### config.mk
export PLATFORM = sky130hd
export DESIGN_NAME = fetch_unit
export DESIGN_NICKNAME = d
export VERILOG_FILES = /design/src/rtl/fetch_unit_pkg.sv /design/src/rtl/fetch_unit_if_id_reg.sv /design/src/rtl/fetch_unit.sv
export SDC_FILE = /design/constraint.sdc
export NUM_CORES = 1
export LEC_CHECK = 0
export BUFFER_PORTS_ARGS = -buffer_cell sky130_fd_sc_hd__buf_2
export CORE_MARGIN = 2
export CORE_UTILIZATION = 30
export DETAILED_ROUTE_END_ITERATION = 6
export GPL_TIMING_DRIVEN = 0
export PLACE_DENSITY = 0.59
export RECOVER_POWER = 100
export SLEW_MARGIN = 20
export SYNTH_ARGS = -nofsm -noshare
export SYNTH_HDL_FRONTEND = slang
export SYNTH_SLANG_ARGS = --single-unit
export TNS_END_PERCENT = 20
### constraint.sdc
create_clock -name clk -period 7.7 [get_ports clk]
set_input_delay 0.385 -clock clk [delete_from_list [all_inputs] [get_ports clk]]
set_output_delay 0.385 -clock clk [all_outputs]
set_load 0.05 [all_outputs]
### src/rtl/fetch_unit_pkg.sv
// Shared constants, state encoding and PC arithmetic for the IF stage.
package fetch_unit_pkg;

  localparam logic [31:0] NOP_INSTR        = 32'h0000_0000;
  localparam logic [31:0] DEFAULT_RESET_PC = 32'h0000_0000;
  localparam logic [31:0] PC_STEP          = 32'h0000_0004;

  typedef enum logic [1:0] {
    ST_RUN   = 2'd0,
    ST_DRAIN = 2'd1,
    ST_HOLD  = 2'd2
  } fetch_state_e;

  // Sequential PC; wraps modulo 2^32.
  function automatic logic [31:0] pc_plus4(input logic [31:0] pc);
    return pc + PC_STEP;
  endfunction

endpackage

### src/rtl/fetch_unit_if_id_reg.sv
// IF/ID pipeline register: flush beats stall, stall beats load, otherwise a bubble.
module if_id_reg
  import fetch_unit_pkg::*;
(
  input  logic        clk,
  input  logic        rst,
  input  logic        flush,
  input  logic        stall,
  input  logic        load,
  input  logic [31:0] instr_in,
  input  logic [31:0] pc_plus4_in,
  output logic [31:0] instr_out,
  output logic [31:0] pc_plus4_out,
  output logic        valid_out
);

  logic [31:0] instr_q;
  logic [31:0] instr_d;
  logic [31:0] pc_plus4_q;
  logic [31:0] pc_plus4_d;
  logic        valid_q;
  logic        valid_d;

  always_comb begin
    instr_d    = instr_q;
    pc_plus4_d = pc_plus4_q;
    valid_d    = valid_q;
    if (flush) begin
      instr_d    = NOP_INSTR;
      pc_plus4_d = 32'h0000_0000;
      valid_d    = 1'b0;
    end else if (stall) begin
      instr_d    = instr_q;
      pc_plus4_d = pc_plus4_q;
      valid_d    = valid_q;
    end else if (load) begin
      instr_d    = instr_in;
      pc_plus4_d = pc_plus4_in;
      valid_d    = 1'b1;
    end else begin
      instr_d    = NOP_INSTR;
      pc_plus4_d = 32'h0000_0000;
      valid_d    = 1'b0;
    end
  end

  always_ff @(posedge clk or posedge rst) begin
    if (rst) begin
      instr_q    <= NOP_INSTR;
      pc_plus4_q <= 32'h0000_0000;
      valid_q    <= 1'b0;
    end else begin
      instr_q    <= instr_d;
      pc_plus4_q <= pc_plus4_d;
      valid_q    <= valid_d;
    end
  end

  assign instr_out    = instr_q;
  assign pc_plus4_out = pc_plus4_q;
  assign valid_out    = valid_q;

endmodule

### src/rtl/fetch_unit.sv
// IF stage: PC register, instruction-memory request/ready handshake and the IF/ID register.
module fetch_unit
  import fetch_unit_pkg::*;
#(
  parameter logic [31:0] RESET_PC = DEFAULT_RESET_PC
) (
  input  logic        clk,
  input  logic        reset,
  input  logic        StallF,
  input  logic        StallD,
  input  logic        FlushD,
  input  logic        JumpEnable,
  input  logic [31:0] JumpAddress,
  input  logic        BranchTaken,
  input  logic [31:0] BranchAddress,
  output logic        ImemReq,
  output logic [31:0] ImemAddr,
  input  logic        ImemReady,
  input  logic [31:0] ImemRData,
  output logic [31:0] PCF,
  output logic [31:0] InstrD,
  output logic [31:0] PCPlus4D,
  output logic        ValidD
);

  fetch_state_e state_q;
  fetch_state_e state_d;
  logic [31:0]  pcf_q;
  logic [31:0]  pcf_d;
  logic [31:0]  redir_q;
  logic [31:0]  redir_d;
  logic [31:0]  hold_instr_q;
  logic [31:0]  hold_instr_d;
  logic [31:0]  hold_pc4_q;
  logic [31:0]  hold_pc4_d;
  logic         req_q;
  logic         req_d;

  logic         redirect_s;
  logic         stall_s;
  logic [31:0]  target_s;
  logic [31:0]  pcf_plus4_s;
  logic         deliver_s;
  logic [31:0]  deliver_instr_s;
  logic [31:0]  deliver_pc4_s;

  // A redirect while D is stalled is ignored; D presents it again later.
  assign redirect_s  = (JumpEnable | BranchTaken) & ~StallD;
  assign target_s    = BranchTaken ? BranchAddress : JumpAddress;
  assign stall_s     = StallF | StallD;
  assign pcf_plus4_s = pc_plus4(pcf_q);

  always_comb begin
    state_d         = state_q;
    pcf_d           = pcf_q;
    redir_d         = redir_q;
    hold_instr_d    = hold_instr_q;
    hold_pc4_d      = hold_pc4_q;
    deliver_s       = 1'b0;
    deliver_instr_s = NOP_INSTR;
    deliver_pc4_s   = 32'h0000_0000;
    case (state_q)
      ST_RUN: begin
        if (!req_q) begin
          if (redirect_s) begin
            pcf_d = target_s;
          end else begin
            pcf_d = pcf_q;
          end
        end else if (ImemReady) begin
          if (redirect_s) begin
            pcf_d = target_s;
          end else if (!stall_s) begin
            deliver_s       = 1'b1;
            deliver_instr_s = ImemRData;
            deliver_pc4_s   = pcf_plus4_s;
            pcf_d           = pcf_plus4_s;
          end else begin
            hold_instr_d = ImemRData;
            hold_pc4_d   = pcf_plus4_s;
            pcf_d        = pcf_plus4_s;
            state_d      = ST_HOLD;
          end
        end else if (redirect_s) begin
          // The request must stay stable, so park the target until it completes.
          redir_d = target_s;
          state_d = ST_DRAIN;
        end else begin
          state_d = ST_RUN;
        end
      end
      ST_DRAIN: begin
        if (redirect_s) begin
          redir_d = target_s;
        end else begin
          redir_d = redir_q;
        end
        if (ImemReady) begin
          pcf_d   = redir_d;
          state_d = ST_RUN;
        end else begin
          state_d = ST_DRAIN;
        end
      end
      ST_HOLD: begin
        if (redirect_s) begin
          pcf_d   = target_s;
          state_d = ST_RUN;
        end else if (!stall_s) begin
          deliver_s       = 1'b1;
          deliver_instr_s = hold_instr_q;
          deliver_pc4_s   = hold_pc4_q;
          state_d         = ST_RUN;
        end else begin
          state_d = ST_HOLD;
        end
      end
      default: begin
        state_d = ST_RUN;
        pcf_d   = RESET_PC;
      end
    endcase
    req_d = (state_d != ST_HOLD);
  end

  always_ff @(posedge clk or posedge reset) begin
    if (reset) begin
      state_q      <= ST_RUN;
      pcf_q        <= RESET_PC;
      redir_q      <= 32'h0000_0000;
      hold_instr_q <= NOP_INSTR;
      hold_pc4_q   <= 32'h0000_0000;
      req_q        <= 1'b0;
    end else begin
      state_q      <= state_d;
      pcf_q        <= pcf_d;
      redir_q      <= redir_d;
      hold_instr_q <= hold_instr_d;
      hold_pc4_q   <= hold_pc4_d;
      req_q        <= req_d;
    end
  end

  if_id_reg u_if_id (
    .clk          (clk),
    .rst          (reset),
    .flush        (FlushD | redirect_s),
    .stall        (StallD),
    .load         (deliver_s),
    .instr_in     (deliver_instr_s),
    .pc_plus4_in  (deliver_pc4_s),
    .instr_out    (InstrD),
    .pc_plus4_out (PCPlus4D),
    .valid_out    (ValidD)
  );

  assign ImemReq  = req_q;
  assign ImemAddr = {pcf_q[31:2], 2'b00};
  assign PCF      = pcf_q;

endmodule

Word level (Yosys, flattened, before mapping)
Index checks and enable logic that the tools add are counted.
{"block": "op_classes", "add_sub_neg": 1, "eq_ne": 8, "muxes": 48, "n_bitwise": 6, "reduce_logical": 5}
{"op": "32-bit two-way mux", "count": 27}
{"op": "32-bit case mux with 2 select lines", "count": 3}
{"op": "32-bit case mux with 3 select lines", "count": 1}
{"op": "32-bit by 3-bit adder with 32-bit output (second input constant)", "count": 1}
{"op": "2-bit two-way mux", "count": 6}
{"op": "1-bit two-way mux", "count": 9}
{"op": "2-bit inequality test (second input constant)", "count": 4}
{"op": "2-bit case mux with 3 select lines", "count": 1}
{"op": "5-bit AND reduction", "count": 1}
{"op": "3-bit inequality test (second input constant)", "count": 1}
{"op": "1-bit bitwise OR", "count": 3}
{"op": "3-bit AND reduction", "count": 1}
{"op": "2-bit by 1-bit equality test with 1-bit output (second input constant)", "count": 1}
{"op": "2-bit equality test (second input constant)", "count": 1}
{"op": "2-bit zero test", "count": 1}
{"op": "2-bit by 1-bit inequality test with 1-bit output (second input constant)", "count": 1}
{"op": "1-bit inverter", "count": 2}
{"op": "1-bit case mux with 2 select lines", "count": 1}
{"op": "2-bit AND reduction", "count": 1}
{"op": "2-bit nonzero test", "count": 1}
{"op": "1-bit bitwise AND", "count": 1}
{"block": "totals", "regBits": 196, "in_bits": 104, "wordCells": 77}

Depth between registers and ports, before layout
Gate-level depths: netlist of run 1.
{"block": "depth", "ltp_word": 9, "mapped_depth": 9, "mapped_depth_nobuf": 6}

Cells and area by module
From an unflattened synthesis of run 1, not the netlist that was laid out.
{"block": "unflattened", "hier_cells": 1149, "hier_area_um2": 10864.2}
{"mod": "fetch_unit", "n_inst": 1, "cells_per_inst": 924, "area_each_um2": 8160.3, "seq_area_each_um2": 3278.1}
{"mod": "if_id_reg", "n_inst": 1, "cells_per_inst": 225, "area_each_um2": 2703.8, "seq_area_each_um2": 1626.6}

Worst setup path before layout of run 1
OpenSTA, ideal clock, no wires.
{"block": "synth_timing", "path_kind": "reg-to-reg", "from": "register pcf_q[2], in the netlist PCF[2]", "to": "register pcf_q[22], in the netlist PCF[22]", "setup_ns": 0.126, "t_arrival_ns": 2.498, "slack_ns": 5.076, "stages_incl_launch_ff": 7, "n_path_buf": 0, "synth_period_minus_slack_ns": 2.624, "cell_sequence": "dfrtp_1 > ha_1 > nand4_4 > nor4_4 > a21oi_1 > or3b_1 > a221o_1"}
{"block": "synth_between", "elab_chain_len": 5}
{"item": "from (decl)", "line": "fetch_unit.sv:28", "text": "logic [31:0] pcf_q;"}
{"item": "from (signal assigned)", "line": "fetch_unit.sv:136", "text": "pcf_q <= pcf_d;"}
{"item": "32-bit by 3-bit adder with 32-bit output", "line": "fetch_unit_pkg.sv:16", "text": "return pc + PC_STEP;"}
{"item": "32-bit two-way mux", "line": "fetch_unit.sv:71", "text": "if (redirect_s) begin"}
{"item": "32-bit two-way mux", "line": "fetch_unit.sv:70", "text": "end else if (ImemReady) begin"}
{"item": "32-bit two-way mux", "line": "fetch_unit.sv:64", "text": "if (!req_q) begin"}
{"item": "32-bit case mux with 3 select lines", "line": "fetch_unit.sv:62", "text": "case (state_q)"}
No other way between the ends. The select of a mux whose other input is x is not followed.
A chain may end at the register's enable or synchronous reset.

Worst setup path in the final report of run 1
Same ends and word-level chain as after synthesis.

==> results of run 1 <==
==> synth_stat cells (all sizes together) (3+ instances only) <==
| master | n | share of area [%] |
|---|---|---|
| xor2 | 14 | 1.2 |
| inv | 8 | 0.30 |
| or3 | 4 | 0.25 |
| o22ai | 10 | 0.62 |
| a32oi | 7 | 0.61 |
| nor3 | 13 | 0.74 |
| nor4 | 7 | 0.79 |
| nand3 | 16 | 0.84 |
| or2 | 3 | 0.19 |
| a21oi | 49 | 2.5 |
| o22a | 5 | 0.43 |
| a221oi | 9 | 0.78 |
| dfrtp | 196 | 49 |
| and3 | 4 | 0.25 |
| o31ai | 3 | 0.22 |
| a311oi | 3 | 0.26 |
| o211ai | 14 | 1.0 |
| a211oi | 10 | 0.74 |
| a21o | 7 | 0.52 |
| clkbuf | 48 | 1.8 |
| nand4 | 15 | 1.2 |
| buf | 65 | 4.0 |
| mux2 | 47 | 5.2 |
| nor2b | 3 | 0.19 |
| o21ai | 115 | 5.7 |
| and2 | 13 | 0.83 |
| nand2b | 6 | 0.37 |
| a22o | 6 | 0.52 |
| nand2 | 99 | 3.7 |
| a221o | 10 | 0.99 |
| xnor2 | 11 | 0.95 |
| nor2 | 67 | 2.5 |
| a311o | 3 | 0.30 |
| a31o | 3 | 0.26 |
| mux2i | 27 | 2.7 |
| a31oi | 5 | 0.31 |
| a22oi | 66 | 4.9 |
==> cell families (layout without fill, tap and decap cells) <==
logic type | after synthesis | after routing | synth area share (%)
AOI/OAI and AO/OA | 342 | 342 | 22.2
and+or+nand+nor | 261 | 261 | 12.9
DFF | 196 | 196 | 48.5
buffers and inverters | 123 | 385 | 6.18
muxes | 74 | 74 | 7.91
xor gates and xnor gates | 25 | 25 | 2.17
adders and majority gates | 1 | 1 | 0.124
other | 1 | 6 | 0.0371
==> routing by layer <==
layer | up-vias | GRT usage, % | part of all wire, %
met5 | - | 0 | 0
met4 | 0 | 7.03 | 2.8
met3 | 51 | 3.63 | 5.9
met2 | 326 | 30.5 | 46
met1 | 4438 | 27.1 | 45
li1 | 4223 | - | -
==> sequential cells by signal, indices dropped and copies added (netlist names) <==
signal / count
state_q: 2
hold_pc4_q: 32
redir_q: 32
hold_instr_q: 32
u_if_id.pc_plus4_out: 32
u_if_id.valid_out: 1
PCF: 32
ImemReq: 1
u_if_id.instr_out: 32
==> how the worst max path moves through the flow <==
stage                           from                 endpoint  slack, ns  cells after the start
final                         PCF[2]                  PCF[22]       4.18                      6
after global routing          PCF[4]           hold_pc4_q[29]       4.00                      6
after CTS                 state_q[1]           hold_pc4_q[14]       4.69                      6
after detailed placement   ImemReady           hold_pc4_q[14]       4.61                      7
after global placement         reset  u_if_id.pc_plus4_out[9]      -0.51                      2
after floorplan                reset                  ImemReq       1.97                      1
==> layout make-up <==
| cell class | instances | share of cell area [%] |
|---|---|---|
| Sequential cell | 196 | 39.9 |
| Tap cell | 448 | 4.56 |
| Multi-Input combinational cell | 705 | 36.7 |
| Clock buffer | 19 | 3.60 |
| Clock inverter | 11 | 1.64 |
| Inverter | 10 | 0.366 |
| Buffer | 113 | 4.70 |
| Timing Repair Buffer | 232 | 8.49 |
| Antenna cell | 4 | 0.0814 |
==> power breakdown <==
group | switching (mW) | internal [mW]
Clock | 0.406 | 0.586
Combinational | 1.09 | 0.502
Sequential | 0.258 | 1.31
==> critical path, stage by stage (launching register included) <==
cell,delay (ns)
sky130_fd_sc_hd__dfrtp_1,0.56
sky130_fd_sc_hd__ha_1,0.34
sky130_fd_sc_hd__nand4_1,0.39
sky130_fd_sc_hd__nor4_1,1.16
sky130_fd_sc_hd__a21oi_1,0.18
sky130_fd_sc_hd__or3b_1,0.41
sky130_fd_sc_hd__a221o_1,0.35
==> per-stage QoR <==
step | instances | worst slack (ns) | power (mW) | util, %
after detailed placement | 1704 | 4.61 | 3.22 | 35.6
final | 1738 | 4.18 | 4.15 | 36.9
after floorplan | 1024 | 1.97 | 2.75 | -
after global placement | 1702 | -0.511 | 3.19 | 35.4
after CTS | 1734 | 4.69 | 4.22 | 37.5
after global routing | 1736 | 4.00 | 4.37 | 36.9
==> run metrics, run 1 <==
result of the run=finished, final reports clean; clk_lat worst skew=0.44 ns; Max IR drop VDD=0.000178 V; vias per inst=5.20; count of flip-flops with a built-in enable after synthesis=0; FILL cells=3527; Final Cell Area=0.0123 mm²; Crit path arrival time=3.83 ns; Max-Slew Margin vs Limit=3.24%; area of all sequential standard cells=0.00490 mm²; Power Dens Cells=338 mW/mm²; final worst clock skew=0.00907 ns; initial standard-cell utilization of the core=30.3%; GRT Util Overall=19.5%; final-report max-slew violation count=0; fraction of registers with async set or reset after synthesis=100%; number of register bits inferred by synthesis=196; leakage power=5.07 nW; shortest clock period the worst path allows after layout=3.52 ns; end of the worst register-to-register path=PCF[22]; count of synthesis-stage warnings from yosys=0; Num Clock Sinks=196; Mapped Avg Cell Area=9.88 µm²; DP Wirelength=25.6 mm; logic depth of the worst register-to-register path=6; number of nets in the finished design=1380; horizontal die dimension=188 µm; area growth from synthesis to layout=21.8%; standard cell area after detailed placement=0.0119 mm²; Post-Route WL=34.7 mm; worst hold slack across all endpoints=0.0943 ns; R2R Path Start=PCF[2]; DRC marker count from the first detailed-route iteration=798; CTS tree=built; register-to-register setup slack=4.18 ns; share of the cycle needed by the critical path after routing=45.7%; number of global-route vias before repair=8773; slew at the pin with the worst max-slew slack=1.44 ns; number of port buffers=230; global placer's final weighted congestion=0.921; Placement Rows=67; Crit Path Max Fanout=9; remaining routing DRC violations=0; endpoint type of the worst setup path=register; Max Clock Freq=284 MHz; synthesized netlist cell count=1023; main flop type after synthesis=sky130_fd_sc_hd__dfrtp_1; Pre-antenna DRT Iters=5; clock-pin slew reported for the worst setup and hold paths after clock tree synthesis=0.07 ns; proportion of layout cells with a drive suffix above 1=19.3%; startpoint class of the critical path=register; wire length of the first global-routing pass=52.4 mm; hold crit path type=in2async; gr ovfl total=0; final hold violations=0; Die Area=0.0352 mm²; CTS Buf Count=17; placeable core region=0.0334 mm²; number of setup buffers added after CTS=0; mapped cell area=0.0101 mm²; initial antenna violation count=3; setup total negative slack=0 ns; htree depth=4; vias after detailed routing=9038; number of nets still failing antenna checks after routing=0; largest net degree at the start of global routing=102; final setup violation count=0; area of the multi-input gates=0.00452 mm²; number of resized instances in the post-cts repair step=0; maxcap violations=0; number of distinct library cell variants in the gate-level netlist after synthesis=76; maximum root-to-sink buffer count=2; count of hold-fix buffers inserted at cts=0; average routed wire per standard cell=19.9 µm; critical path class=reg2reg; cell at the root of the clock tree=sky130_fd_sc_hd__clkbuf_16; unrepaired setup endpoints after global routing=no; leading cell types in the layout, fill and taps excluded=sky130_fd_sc_hd__dfrtp_1, sky130_fd_sc_hd__clkbuf_1, sky130_fd_sc_hd__buf_2, sky130_fd_sc_hd__o21ai_0, sky130_fd_sc_hd__nand2_1; sequential share of the synthesized area=48.5%; required arrival time at the worst endpoint=8.01 ns; most common cell after layout, fill and taps aside=sky130_fd_sc_hd__dfrtp_1; number of top-level pins=234; Die Height=188 µm
Note: power is estimated with default switching activity, not from simulation.
==> inputs of run 2 (changes only) <==
Settings changed: PLACE_DENSITY 0.59 to 0.6.
Clock period 7.7 ns to 3 ns, I/O delays scaled along.
==> run 2 against run 1 <==
  * The run now ends with max-capacitance violations, max-slew violations left
  * Register-to-register slack got worse by 4.1 ns
  * Clock-buffer cell count grew 1
  * Clock power is 140% higher
  * Cell count increased by 2.2%
  * Critical endpoint is now PCF[28]
==> run metrics, run 2 (synthesis gave the netlist of run 1 again) <==
final hold violations=0 (unchanged); number of port buffers=230 (unchanged); maximum root-to-sink buffer count=2 (unchanged); CTS Buf Count=17 (unchanged); shortest clock period the worst path allows after layout=2.91 ns (-0.605 ns); htree depth=4 (unchanged); initial antenna violation count=4 (+1); Max Clock Freq=343 MHz (+21%); number of top-level pins=234 (unchanged); FILL cells=3416 (-3.1%); Max IR drop VDD=0.000597 V (+240%); required arrival time at the worst endpoint=3.33 ns (-4.68 ns); vias after detailed routing=9220 (+2.0%); maxcap violations=1 (+1); cell at the root of the clock tree=sky130_fd_sc_hd__clkbuf_16; average routed wire per standard cell=19.6 µm (-1.6%); Max-Slew Margin vs Limit=-22.4% (-26 points); horizontal die dimension=188 µm (unchanged); fraction of met1 tracks used by global routing=26.2% (-0.86 points); DRC marker count from the first detailed-route iteration=798 (unchanged); number of nets in the finished design=1416 (+2.6%); total instance count after detailed placement=1708 (+0.23%); met2 usage in global routing=31.1% (+0.63 points); placeable core region=0.0334 mm² (unchanged); initial standard-cell utilization of the core=30.3% (unchanged); wire length of the first global-routing pass=53.7 mm (+2.4%); largest net degree at the start of global routing=35 (-66%); clock-pin slew reported for the worst setup and hold paths after clock tree synthesis=0.07 ns (about the same); Die Area=0.0352 mm² (unchanged); global placer's final weighted congestion=0.934 (+1.4%); busiest grt layer=met2; proportion of layout cells with a drive suffix above 1=19.5% (+0.20 points); Pre-antenna DRT Iters=6 (+1); leakage power=5.23 nW (+3.0%); share of the cycle needed by the critical path after routing=97.1% (+51 points); number of setup buffers added after CTS=0 (unchanged); startpoint class of the critical path=register; Crit Path Max Fanout=10 (+1); Die Height=188 µm (unchanged); Num Clock Sinks=196 (unchanged); slew at the pin with the worst max-slew slack=1.84 ns (+0.398 ns); clk_lat worst skew=0.45 ns (about the same); GRT Util Overall=19.9% (+0.34 points); final worst clock skew=0.0136 ns (+0.00456 ns); most common cell after layout, fill and taps aside=sky130_fd_sc_hd__dfrtp_1; endpoint type of the worst setup path=register; CTS tree=built; number of global-route vias before repair=9145 (+4.2%); Power Dens Cells=834 mW/mm² (+150%); Crit path arrival time=3.25 ns (-0.58 ns); number of nets still failing antenna checks after routing=0 (unchanged); routing usage on met3=4.27% (+0.64 points); unrepaired setup endpoints after global routing=no; leading cell types in the layout, fill and taps excluded=sky130_fd_sc_hd__dfrtp_1, sky130_fd_sc_hd__clkbuf_1, sky130_fd_sc_hd__buf_2, sky130_fd_sc_hd__o21ai_0, sky130_fd_sc_hd__nand2_1; result of the run=complete, but fails checks; final setup violation count=0 (unchanged); Placement Rows=67 (unchanged); area growth from synthesis to layout=25.1%; worst hold slack across all endpoints=0.0332 ns (-0.0611 ns); Post-Route WL=34.8 mm (+0.54%); vias per inst=5.19 (-0.17%); failing checks=max-capacitance violations, max-slew violations; critical path class=reg2reg; DP Wirelength=26.0 mm (+1.6%); count of non-filler cells in the finished layout=1776 (+2.2%); remaining routing DRC violations=0 (unchanged); gr ovfl total=0 (unchanged); final-report max-slew violation count=33 (+33); hold crit path type=in2reg
[run 2: cell types whose count changed in the layout (fill, tap and decap cells not counted), moves of 2 or more]
| cell | change |
|---|---|
| sky130_fd_sc_hd__bufinv_16 | -3 |
| sky130_fd_sc_hd__nor4_4 | +2 |
| sky130_fd_sc_hd__nor4_1 | -3 |
| sky130_fd_sc_hd__buf_16 | -2 |
| sky130_fd_sc_hd__buf_12 | +2 |
| sky130_fd_sc_hd__inv_6 | +3 |
| sky130_fd_sc_hd__dlygate4sd3_1 | +33 |
| sky130_fd_sc_hd__clkbuf_2 | +2 |
[run 2: worst max-delay path, cell delays in order, from the launching register on]
cell and delay [ns]:
sky130_fd_sc_hd__dfrtp_1 0.42, sky130_fd_sc_hd__clkbuf_1 0.24, sky130_fd_sc_hd__o21bai_1 0.25, sky130_fd_sc_hd__o21ai_0 0.68, sky130_fd_sc_hd__clkbuf_1 0.66, sky130_fd_sc_hd__a221oi_1 0.15, sky130_fd_sc_hd__a21o_1 0.22, sky130_fd_sc_hd__a22o_1 0.17
[run 2: final timing paths]
| check | from | to | slack [ns] | depth (start not counted) |
|---|---|---|---|---|
| min in group asynchronous | reset | u_if_id.pc_plus4_out[22] | 0.33 | 3 |
| max in group asynchronous | reset | PCF[14] | 0.46 | 5 |
| worst max register to register | state_q[1] | PCF[28] | 0.09 | 7 |
| worst min register to register | redir_q[2] | redir_q[2] | 0.48 | 2 |
| worst max-delay path | state_q[1] | PCF[28] | 0.09 | 7 |
| worst min-delay path | BranchAddress[25] | redir_q[25] | 0.03 | 3 |
[run 2: per-layer routing]
metal	share of wire, %	wire length, µm
met5	0	0
met3	6.4	2240
met1	44	15300
met4	3.9	1350
met2	46	16000
[run 2: cell type report]
type,instances,area [µm²],area share [%]
Sequential cell,196,4900,38.8
Multi-Input combinational cell,705,4570,36.1
Timing Repair Buffer,269,1390,11.0
Buffer,112,576,4.55
Tap cell,448,561,4.43
Clock buffer,20,457,3.61
Clock inverter,12,144,1.14
Inverter,10,38.8,0.307
Antenna cell,4,10.0,0.0791
[run 2: stage by stage]
step | instance area [µm²] | power, mW | utilization (%) | TNS, ns | setup slack, ns
after global routing | 12600 | 11.1 | 37.9 | 0 | 0.0113
final | 12600 | 10.5 | 37.9 | 0 | 0.0879
after floorplan | 10100 | 7.07 | - | 0 | 0.318
after CTS | 12900 | 10.7 | 38.6 | 0 | 0.0335
after detailed placement | 11900 | 8.28 | 35.8 | 0 | 0.0584
after global placement | 11800 | 8.18 | 35.4 | -194.14 | -1.00
[run 2: what timing repair did]
action / 4_1_cts / 5_1_grt
endpoints found under the hold margin: 49 / 0
hold buffers: 33 / 0
resized for setup: 0 / 2
endpoints found under the setup margin: 0 / 12
[run 2: power by group]
part | switching, mW | internal [mW]
clock network | 1.08 | 1.29
logic | 2.82 | 1.32
registers | 0.675 | 3.36
==> inputs of run 3 (changes only) <==
Clock period 3 ns to 2.4 ns, I/O delays scaled along.
==> run 3 against run 2 <==
  * The run now ends clean
  * Die area unchanged
  * Flip-flop and latch count unchanged
  * Sequential power up 26%
  * Via count grew 0.84%
  * Cell count rose by 0.28%
  * Total power increased by 27%
  * Clock-buffer cell count unchanged
  * First-iteration DRC count fell by 1.5%
  * Cell area is 1.9% higher
==> run metrics, run 3 (synthesis gave the netlist of run 1 again) <==
internal power of the cells=7.64 mW (+28%); timing startpoint of the critical path=PCF[15]; cell type of the slowest stage on the worst timing path=sky130_fd_sc_hd__nor4_4; Post-Route WL=35.1 mm (+0.66%); vias after detailed routing=9297 (+0.84%); Max IR drop VDD=0.000795 V (+33%); ordered cell list for the critical path=buf_1, nand4_1, nor4_4, a21oi_1, or3b_1, a221o_1; cell at the root of the clock tree=sky130_fd_sc_hd__clkbuf_16; area of the multi-input gates=0.00466 mm² (+1.9%); number of nets in the finished design=1421 (+0.35%); final-report max-slew violation count=0 (-100%); proportion of layout cells with a drive suffix above 1=26.5% (+7.0 points); CTS tree=built; initial standard-cell utilization of the core=30.3% (unchanged); maximum root-to-sink buffer count=2 (unchanged); number of nets still failing antenna checks after routing=0 (unchanged); Die Area=0.0352 mm² (unchanged); result of the run=finished, final reports clean; Placement Rows=67 (unchanged); area of all sequential standard cells=0.00491 mm² (about the same); DRC marker count from the first detailed-route iteration=786 (-1.5%); Max-Slew Margin vs Limit=42.6% (+65 points); GRT Util Overall=19.9% (+0.067 points); number of top-level pins=234 (unchanged); FILL cells=3360 (-1.6%); vias per inst=5.22 (+0.55%); shortest clock period the worst path allows after layout=2.33 ns (-0.582 ns); area growth from synthesis to layout=27.5%; Max Clock Freq=429 MHz (+25%); global placer's final weighted congestion=0.934 (unchanged); Crit path arrival time=2.66 ns (-0.59 ns); combinational share of power=39.9% (+0.7 points); slew at the pin with the worst max-slew slack=0.861 ns (-0.975 ns); critical path class=reg2reg; final hold violations=0 (unchanged); worst hold path startpoint=JumpAddress[24]; unrepaired setup endpoints after global routing=yes; share of the cycle needed by the critical path after routing=97.1% (about the same); post-route total power=13.4 mW (+27%); most common cell after layout, fill and taps aside=sky130_fd_sc_hd__dfrtp_1; DP Wirelength=26.0 mm (unchanged); average routed wire per standard cell=19.7 µm (+0.37%); horizontal die dimension=188 µm (unchanged); clock-pin slew reported for the worst setup and hold paths after clock tree synthesis=0.07 ns (about the same); Num Clock Sinks=196 (unchanged); R2R Path Start=PCF[15]; Pre-antenna DRT Iters=5 (-1); placeable core region=0.0334 mm² (unchanged); sw power=5.75 mW (+26%); leakage power=5.53 nW (+5.8%); gr ovfl total=0 (unchanged); wire length of the first global-routing pass=53.9 mm (+0.37%); number of global-route vias before repair=9196 (+0.56%); maxcap violations=0 (-1); required arrival time at the worst endpoint=2.73 ns (-0.60 ns); Power Dens Cells=1040 mW/mm² (+25%); setup total negative slack=0 ns (unchanged); switching fraction of total power=42.9% (-0.41 points); startpoint class of the critical path=register; sequential fraction of design power=38.0% (-0.3 points); leading cell types in the layout, fill and taps excluded=sky130_fd_sc_hd__dfrtp_1, sky130_fd_sc_hd__buf_2, sky130_fd_sc_hd__o21ai_0, sky130_fd_sc_hd__clkbuf_1, sky130_fd_sc_hd__nand2_1; Crit Path Max Fanout=9 (-1); number of port buffers=230 (unchanged); initial antenna violation count=4 (unchanged); htree depth=4 (unchanged); final worst clock skew=0.0112 ns (-0.00240 ns); final setup violation count=0 (unchanged); hold crit path type=in2reg; Clock power frac=22.1% (-0.4 points); endpoint type of the worst setup path=register; Die Height=188 µm (unchanged); clk_lat worst skew=0.44 ns (about the same); CTS Buf Count=17 (unchanged); largest net degree at the start of global routing=35 (unchanged); worst hold slack across all endpoints=0.0134 ns (-0.0199 ns); Post-Route Utilization=38.6% (+0.71 points); delay of the slowest critical-path stage=0.42 ns (-0.26 ns); remaining routing DRC violations=0 (unchanged)
==> run 3: layout make-up <==
type | count | share of cell area, %
well taps | 448 | 4.35
clock buffers | 20 | 3.55
repair buffers | 274 | 11.6
diodes | 4 | 0.0777
inverters | 10 | 0.330
plain buffers | 112 | 4.70
clock inverters | 12 | 1.12
flip-flops and latches | 196 | 38.1
multi-input cells | 705 | 36.1
==> run 3: power groups by stage <==
stage | clock, mW | sequential [mW] | combinational [mW]
floorplan | 0 | 5.58 | 3.26
global route | 3.17 | 5.22 | 5.71
finish | 2.97 | 5.08 | 5.34
detailed placement | 0 | 5.10 | 5.25
global placement | 0 | 5.05 | 5.17
CTS | 3.02 | 5.04 | 5.34
==> run 3: worst max-delay path, delay by kind of cell (launching register included) <==
kind / cells / cell delay [ns]
AOI/OAI and AO/OA: 2 / 0.46
buffers and inverters: 1 / 0.34
DFF: 1 / 0.38
and+or+nand+nor: 3 / 1.05
==> run 3: worst paths after layout <==
path                       depth (start not counted)                       end  slack [ns]
setup / recovery                                   6                   PCF[22]        0.07
hold / removal                                     3               redir_q[24]        0.01
setup reg to reg                                   6                   PCF[22]        0.07
hold reg to reg                                    2         u_if_id.valid_out        0.48
max in group asynchronous                          5      u_if_id.instr_out[2]        0.38
min in group asynchronous                          3  u_if_id.pc_plus4_out[22]        0.32
==> run 3: layer usage <==
metal | global-route usage, % | wire, µm
met3 | 4.14 | 2240
met2 | 31.5 | 16300
met1 | 26.3 | 15200
met5 | 0 | 0
met4 | 9.09 | 1350
==> run 3: repair_timing <==
item / CTS / global route
hold endpoints to repair: 72 / 0
endpoints found under the setup margin: 114 / 86
gates resized for setup: 15 / 25
buffers inserted: 1 / 2
hold buffers: 35 / 0
pin swaps: 3 / 3
==> run 3: stage by stage <==
step	worst slack, ns	instances	area (µm²)
6_report	0.0695	1781	12900
5_1_grt	-0.0432	1780	12900
4_1_cts	-0.0118	1776	13000
3_5_place_dp	-0.542	1708	11900
3_3_place_gp	-1.57	1702	11800
2_1_floorplan	-0.252	1024	10100
